<file path="config.mk">
export PLATFORM = sky130hd
export DESIGN_NAME = spi_ram_master
export DESIGN_NICKNAME = d
export VERILOG_FILES = /design/src/rtl/spi_ram_master.sv
export SDC_FILE = /design/constraint.sdc
export NUM_CORES = 1
export LEC_CHECK = 0
export CAP_MARGIN = 20
export CORE_ASPECT_RATIO = 0.9
export CORE_MARGIN = 2
export CORE_UTILIZATION = 45
export DETAILED_ROUTE_END_ITERATION = 7
export HOLD_SLACK_MARGIN = 0.08
export PLACE_DENSITY_LB_ADDON = 0.2
export SETUP_SLACK_MARGIN = 0.05
export SYNTH_ARGS = -nofsm -noshare
export SYNTH_HDL_FRONTEND = slang
export SYNTH_SLANG_ARGS = --single-unit
</file>
<file path="constraint.sdc">
create_clock -name clk -period 4.43 [get_ports clk]
set_input_delay 0.886 -clock clk [delete_from_list [all_inputs] [get_ports clk]]
set_output_delay 0.886 -clock clk [all_outputs]
set_load 0.05 [all_outputs]
</file>
<file path="src/rtl/spi_ram_master.sv">
// -----------------------------------------------------------------------------
// spi_ram_master
//
// Host-side SPI master for the single-clock SPI slave + RAM wrapper. It takes
// one RAM command per valid/ready handshake and serialises it as a framed
// transaction on MOSI/SS_n. No separate SCK is generated because the slave
// samples on clk. For read-data commands (op 11), the master waits RD_WAIT
// turnaround cycles. It then captures 8 MISO bits, MSB first, and presents the
// byte on the response port.
//
// Frame on MOSI while SS_n is low:
//   START (1)   : cmd_op[1]
//   SHIFT (10)  : cmd_op[1], cmd_op[0], cmd_data[7..0]
//   TURN        : 0 for RD_WAIT cycles           (op 11 only)
//   CAPTURE (8) : 0, MISO sampled on each edge   (op 11 only)
// SS_n is then held high for GAP_CYCLES before the master returns to IDLE.
//
// Parameters:
//   RD_WAIT    : turnaround cycles before the first MISO sample (1..15)
//   GAP_CYCLES : minimum SS_n-high cycles between frames          (1..15)
//
// Ports:
//   clk        : system clock, rising edge
//   rst_n      : asynchronous active-low reset
//   cmd_valid  : command request
//   cmd_ready  : command accepted when high together with cmd_valid (IDLE)
//   cmd_op     : 00 wr addr, 01 wr data, 10 rd addr, 11 rd data
//   cmd_data   : address/data byte; shifted out even for op 11
//   rsp_valid  : one-cycle pulse when a read byte has been captured
//   rsp_data   : last captured read byte, held until the next capture
//   busy       : high from accept until the inter-frame gap completes
//   MOSI       : serial data to the slave, MSB first
//   SS_n       : active-low slave select
//   MISO       : serial data from the slave
//   frame_cnt  : completed frame count, saturating
//                (present only when SPI_RAM_MASTER_FRAME_CNT_EN is defined)
//
// Optional feature macro: SPI_RAM_MASTER_FRAME_CNT_EN
// -----------------------------------------------------------------------------
module spi_ram_master #(
  parameter int unsigned RD_WAIT    = 2,
  parameter int unsigned GAP_CYCLES = 1
) (
  input  logic        clk,
  input  logic        rst_n,
  input  logic        cmd_valid,
  output logic        cmd_ready,
  input  logic [1:0]  cmd_op,
  input  logic [7:0]  cmd_data,
  output logic        rsp_valid,
  output logic [7:0]  rsp_data,
  output logic        busy,
  output logic        MOSI,
  output logic        SS_n,
  input  logic        MISO
`ifdef SPI_RAM_MASTER_FRAME_CNT_EN
  ,
  output logic [15:0] frame_cnt
`endif
);

  localparam logic [3:0] RD_WAIT_M1 = 4'(RD_WAIT - 1);
  localparam logic [3:0] GAP_M1     = 4'(GAP_CYCLES - 1);

  typedef enum logic [2:0] {
    IDLE,
    START,
    SHIFT,
    TURN,
    CAPTURE,
    GAP
  } state_t;

  state_t      state_q, state_d;
  // The frame register shifts left while SHIFT runs, so frame_q[8] is always
  // the next bit to be driven onto MOSI.
  logic [9:0]  frame_q, frame_d;
  // The op-11 flag is kept separately because the frame register is consumed
  // while it shifts.
  logic        rd_data_q, rd_data_d;
  // One down-counter serves every timed state. Its meaning depends on the
  // state: bit index in SHIFT, remaining cycles in TURN, CAPTURE and GAP.
  logic [3:0]  cnt_q, cnt_d;
  logic [7:0]  shift_q, shift_d;
  logic        cmd_ready_q, cmd_ready_d;
  logic        busy_q, busy_d;
  logic        mosi_q, mosi_d;
  logic        ss_n_q, ss_n_d;
  logic        rsp_valid_q, rsp_valid_d;
  logic [7:0]  rsp_data_q, rsp_data_d;

  // All outputs are registered. The next-state logic therefore computes the
  // value each output must take during the cycle it is moving into.
  always_comb begin
    state_d     = state_q;
    frame_d     = frame_q;
    rd_data_d   = rd_data_q;
    cnt_d       = cnt_q;
    shift_d     = shift_q;
    cmd_ready_d = cmd_ready_q;
    busy_d      = busy_q;
    mosi_d      = 1'b0;
    ss_n_d      = ss_n_q;
    rsp_valid_d = 1'b0;
    rsp_data_d  = rsp_data_q;

    unique case (state_q)
      IDLE: begin
        ss_n_d = 1'b1;
        if (cmd_valid) begin
          state_d     = START;
          frame_d     = {cmd_op, cmd_data};
          rd_data_d   = (cmd_op == 2'b11);
          cmd_ready_d = 1'b0;
          busy_d      = 1'b1;
          ss_n_d      = 1'b0;
          mosi_d      = cmd_op[1];
        end
      end

      START: begin
        state_d = SHIFT;
        cnt_d   = 4'd9;
        ss_n_d  = 1'b0;
        mosi_d  = frame_q[9];
      end

      SHIFT: begin
        ss_n_d = 1'b0;
        if (cnt_q == 4'd0) begin
          if (rd_data_q) begin
            state_d = TURN;
            cnt_d   = RD_WAIT_M1;
          end else begin
            state_d = GAP;
            cnt_d   = GAP_M1;
            ss_n_d  = 1'b1;
          end
        end else begin
          cnt_d   = cnt_q - 4'd1;
          frame_d = {frame_q[8:0], 1'b0};
          mosi_d  = frame_q[8];
        end
      end

      TURN: begin
        ss_n_d = 1'b0;
        if (cnt_q == 4'd0) begin
          state_d = CAPTURE;
          cnt_d   = 4'd7;
        end else begin
          cnt_d = cnt_q - 4'd1;
        end
      end

      CAPTURE: begin
        ss_n_d  = 1'b0;
        shift_d = {shift_q[6:0], MISO};
        if (cnt_q == 4'd0) begin
          rsp_data_d  = {shift_q[6:0], MISO};
          rsp_valid_d = 1'b1;
          state_d     = GAP;
          cnt_d       = GAP_M1;
          ss_n_d      = 1'b1;
        end else begin
          cnt_d = cnt_q - 4'd1;
        end
      end

      GAP: begin
        ss_n_d = 1'b1;
        if (cnt_q == 4'd0) begin
          state_d     = IDLE;
          cmd_ready_d = 1'b1;
          busy_d      = 1'b0;
        end else begin
          cnt_d = cnt_q - 4'd1;
        end
      end

      default: begin
        state_d     = IDLE;
        ss_n_d      = 1'b1;
        cmd_ready_d = 1'b1;
        busy_d      = 1'b0;
      end
    endcase
  end

  always_ff @(posedge clk or negedge rst_n) begin
    if (!rst_n) begin
      state_q     <= IDLE;
      frame_q     <= '0;
      rd_data_q   <= 1'b0;
      cnt_q       <= '0;
      shift_q     <= '0;
      cmd_ready_q <= 1'b1;
      busy_q      <= 1'b0;
      mosi_q      <= 1'b0;
      ss_n_q      <= 1'b1;
      rsp_valid_q <= 1'b0;
      rsp_data_q  <= '0;
    end else begin
      state_q     <= state_d;
      frame_q     <= frame_d;
      rd_data_q   <= rd_data_d;
      cnt_q       <= cnt_d;
      shift_q     <= shift_d;
      cmd_ready_q <= cmd_ready_d;
      busy_q      <= busy_d;
      mosi_q      <= mosi_d;
      ss_n_q      <= ss_n_d;
      rsp_valid_q <= rsp_valid_d;
      rsp_data_q  <= rsp_data_d;
    end
  end

  assign cmd_ready = cmd_ready_q;
  assign busy      = busy_q;
  assign MOSI      = mosi_q;
  assign SS_n      = ss_n_q;
  assign rsp_valid = rsp_valid_q;
  assign rsp_data  = rsp_data_q;

`ifdef SPI_RAM_MASTER_FRAME_CNT_EN
  logic [15:0] frame_cnt_q, frame_cnt_d;

  // A frame counts as complete on its entry into GAP. A frame cut short by
  // reset never reaches GAP, so it is not counted.
  always_comb begin
    frame_cnt_d = frame_cnt_q;
    if ((state_d == GAP) && (state_q != GAP) && (frame_cnt_q != 16'hFFFF)) begin
      frame_cnt_d = frame_cnt_q + 16'd1;
    end
  end

  always_ff @(posedge clk or negedge rst_n) begin
    if (!rst_n) begin
      frame_cnt_q <= '0;
    end else begin
      frame_cnt_q <= frame_cnt_d;
    end
  end

  assign frame_cnt = frame_cnt_q;
`endif

endmodule

</file>
---- Yosys cells after proc, flatten, opt, wreduce, memory -nomap -nowiden ----
Cells that the tools add are included.
cells by class
  bitwise logic cells ..................... 1
  reductions and logical operators ........ 12
  eq/ne operators ......................... 13
  multiplexer cells ....................... 31
  $add $sub $neg .......................... 1
operators with widths
  cell                   number
  $mux W10               2
  $pmux W10 S2           1
  $pmux W4 S5            1
  $mux W3                6
  $pmux W3 S6            1
  $mux W4                4
  $ne A2 B2 Y1 const B   7
  $mux W1                12
  $pmux W1 S3            3
  $eq A3 B2 Y1 const B   2
  $eq A3 B3 Y1 const B   2
  $reduce_and A2 Y1      3
  $reduce_and A3 Y1      2
  $reduce_and A5 Y1      1
  $reduce_bool A5 Y1     1
  $logic_not A4 Y1       1
  $pmux W1 S4            1
  $reduce_or A4 Y1       1
  $sub A4 B1 Y4 const B  1
  $eq A3 B1 Y1 const B   1
  $logic_not A3 Y1       1
  $eq A2 B2 Y1 const B   1
  $reduce_bool A2 Y1     1
  $reduce_or A2 Y1       1
  $not A1 Y1             1
storage, ports and cells
  register bits after elaboration ......... 38
  input bits .............................. 14
  output and inout bits ................... 13
  logic and storage cells ................. 69

---- Longest topological paths before layout ----
  depth in word-level cells ............... 4
  mapped depth ............................ 7

---- Worst setup path before layout ----
No wires, ideal clock.
  kind .................................... flip-flop to flip-flop
  start ................................... reg cnt_q[0]
  end ..................................... reg cnt_q[0]
  clock period less this slack ............ 1.720 ns
  setup slack ............................. 2.710 ns
  data required time ...................... 4.301 ns
  cell stages (with the launch flop) ...... 7
  arrival ................................. 1.591 ns
  cells stage by stage .................... dfrtp_1 > inv_1 > ha_1 > nor3b_4 > mux2_4 > a21oi_2 > o211ai_2
between the ends
  cells in the longest elaborated chain, start to end .. 3
  elaborated cells on any way between the ends .. 9
  those cells by class .................... add/sub (1); eq/ne (1); mux (5); reduce/logical (2)
RTL lines
  element                                            RTL line  text
  start: declaration                                 83        logic [3:0] cnt_q, cnt_d;
  start signal: assignment                           207       cnt_q <= cnt_d;
  $sub A4 B1 Y4 or $logic_not A4 Y1 (tied branches)  --
  $mux W4, or another cell as far along              172       if (cnt_q == 4'd0) begin
  $pmux W4 S5 or $reduce_and A2 Y1 (tied branches)   --
Several ways; a longest one is shown, not always the timed one. The select of a mux whose other input is x is not followed.
A chain may end at the register's enable or synchronous reset.

---- Worst setup path in the final report ----
  start ................................... reg cmd_ready_q (netlist: cmd_ready)
  end ..................................... out cmd_ready
RTL lines
  element                   RTL line  text
  start: declaration        85        logic cmd_ready_q, cmd_ready_d;
  start signal: assignment  209       cmd_ready_q <= cmd_ready_d;
  end: declaration          47        output logic cmd_ready,
No word-level cell between the ends.

==> results.md <==
* Synth top area cells: dfrtp_1 47%, mux2_1 9.4%, mux2i_1 4.7%
* Worst endpoint data arrival time at around 1.6 ns
* Final setup fails at 0
* Synth top area share at 0.468
* Largest stage delay, worst path at 0.79 ns
* N_diodes at 0
* Crit path time final at between 2 and 3 ns
* DR vias at 1,302
* Status: completed
* Fin Hold WS at around 0.49 ns
* Routability cong. at 0.810
* CTS tree: built
* Setup slack, reg-to-reg at between 2 and 2.5 ns
* WS Path Type: reg -> out
* Final antenna-violating net count at 0
* First-pass GRT wire length at 6.16 mm
* Longest Clk Path Bufs at 2
* HPWL Detailed at 2.51 mm
* Buf/Inv on CP at 1
* Actual slew at the worst max-slew pin at 0.808 ns
* Synth warnings at 0
* Dpl cell area at 2180 µm²
* GRT Residual Overflow at 0
* Syn_nets at 184
* Synthesized cell area at slightly below 2000 µm²
* Critical-path cell list: clkdlybuf4s50_1
* Layout cells sized above 1 at 0.149
* Synth area leader: dfrtp_1
* Met3 routed WL at ~170 µm
* Pre-antenna DRT Iters at 4
* Total Routing Usage GR at 0.170
* Top layer in use: met4
* CP max-delay cell: clkdlybuf4s50_1
* Cell class contributing the biggest share of worst-path delay: buffers and inverters
* Met2 WL at 1.73 mm
* Top achievable clock speed at roughly 400 MHz
* CTS Sinks at 38
* Final Hold Fails at 0
* Slew headroom at 0.461
* DIE WIDTH at roughly 73 µm
* Number of post-CTS setup repair buffers at 0
* CP required at 3.54 ns
* CTS Buf Count at 5
* Number of synthesized flops with an enable pin at 0
* Clk slew on worst S/H paths at 0.07 ns
* Root Buffer: clkbuf_8
* Top-count cell post-synth: dfrtp_1
* Maximum VDD drop at around 0.48 mV
* RSZ-0062 raised after global routing: false
* Die area at between 4000 and 5000 µm²
* Final Cell Area at 2300 µm²
* Number of global-route vias before repair at 1,360
* Period utilization at 0.565
* Area growth from synthesis to layout at 19.3%
* Startpoint Class: flop
* Total wire length at 3.50 mm
* Net count of the finished layout at around 210
* Leakage at 1.05 nW
* Clock Latency Late Sink at 0.29 ns
* Synth unique cells at 46
* Number of antenna violations at the first check in global routing at 0
* Synth Flop Type: dfrtp_1
* Post-CTS Hold Fix Bufs at 0
* Final setup TNS at 0 ns
* Fin Clk Skew at 0.00705 ns
* Max-cap violations at 0
* Pwr dens at slightly below 700 nW/µm²
* Post-Synthesis Cells at 168
* Top-level port count at 27
* Num rows at 22
* Drt wl/cell at 14.5 µm
* DRC viols at 0
* Initial drt markers at 34
* Syn avg cell area at 11.5 µm²
* Min-Delay Path Class: reg -> reg
* Initial Utilization at 0.470
* Die H at 66.1 µm
* # fillers at 355
* Critical Path Fanout Max at 3
* Slew Viols, Final at 0
* Largest net degree at the start of global routing at 39
* Yosys reg bits at 38
* Asr flop ratio synth at 1.00
* Vias per cell at 5.38
* Post-synthesis sequential area ratio at 0.495
* Core area at 4100 µm²
* Wl on met1 at 1.56 mm
* # H-tree levels at 2
* IO Port Bufs at 26
* Synth cell count leaders: 36 x dfrtp_1, 18 x nor2_1, 16 x mux2_1
* Crit. End Element: primary output
* Post-cts sizing count at 0
routing by layer:
layer / global-route usage / vias up
li1: - / 647
met3: 0.0564 / 4
met5: 0 / -
met2: 0.297 / 29
met1: 0.198 / 622
met4: 0.0509 / 0
sequential cells by signal (all words and copies together), names as in the netlist:
signal	count
frame_q	10
rsp_data	8
shift_q	7
cnt_q	4
state_q	3
MOSI	1
SS_n	1
busy	1
cmd_ready	1
rd_data_q	1
rsp_valid	1
area by class of cell:
class | count | area, µm² | area share
clock buffers | 7 | 86.3 | 0.0376
inverters | 6 | 22.5 | 0.00980
well taps | 48 | 60.1 | 0.0261
clock inverters | 1 | 30.0 | 0.0131
multi-input cells | 115 | 878 | 0.382
flip-flops and latches | 38 | 953 | 0.415
repair buffers | 27 | 268 | 0.116
cell families after synthesis:
| group | count (synthesis) | synth area share |
|---|---|---|
| buffers and inverters | 15 | 0.0493 |
| adders and majority gates | 3 | 0.0182 |
| and+or+nand+nor | 52 | 0.156 |
| muxes | 26 | 0.148 |
| DFF | 38 | 0.495 |
| AOI/OAI and AO/OA | 34 | 0.133 |
cells in the final DEF (no fill, tap or decap), types with 2 or more instances in the layout:
cell type / instances
dfrtp_1: 36
clkdlybuf4s50_1: 26
nor2_1: 18
mux2_1: 16
a21oi_2: 10
mux2i_1: 9
nand2_1: 6
inv_1: 6
clkbuf_8: 6
a21oi_1: 4
o21ai_0: 4
nor3_1: 4
o21ai_1: 4
nand3b_1: 3
nor2b_1: 3
nand3_1: 3
dfstp_2: 2
a31oi_1: 2
nand2b_1: 2
and2_1: 2
a22oi_1: 2
ha_1: 2
stage by stage:
step / setup slack, ns / cells / util / power [mW]
after floorplan: 2.71 / 168 / - / 1.19
after detailed placement: 1.85 / 234 / 0.532 / 1.29
after global routing: 1.88 / 242 / 0.560 / 1.70
after CTS: 1.91 / 242 / 0.560 / 1.60
final: 1.93 / 242 / 0.560 / 1.58
after global placement: 1.90 / 234 / 0.532 / 1.26
power by group:
part           leakage, nW  switching (mW)  internal, mW
Clock               0.0585           0.116         0.184
Sequential           0.474           0.130         0.463
Combinational        0.514           0.384         0.305
worst paths after layout:
kind | startpoint | to | depth (start not counted)
hold / removal | shift_q[6] | shift_q[6] | 1
setup reg to reg | state_q[2] | frame_q[1] | 4
min in group asynchronous | rst_n | rsp_data[2] | 2
max in group asynchronous | rst_n | cmd_ready | 2
setup / recovery | cmd_ready | cmd_ready | 1
hold reg to reg | shift_q[6] | shift_q[6] | 1
(Power assumes the default switching activity.)
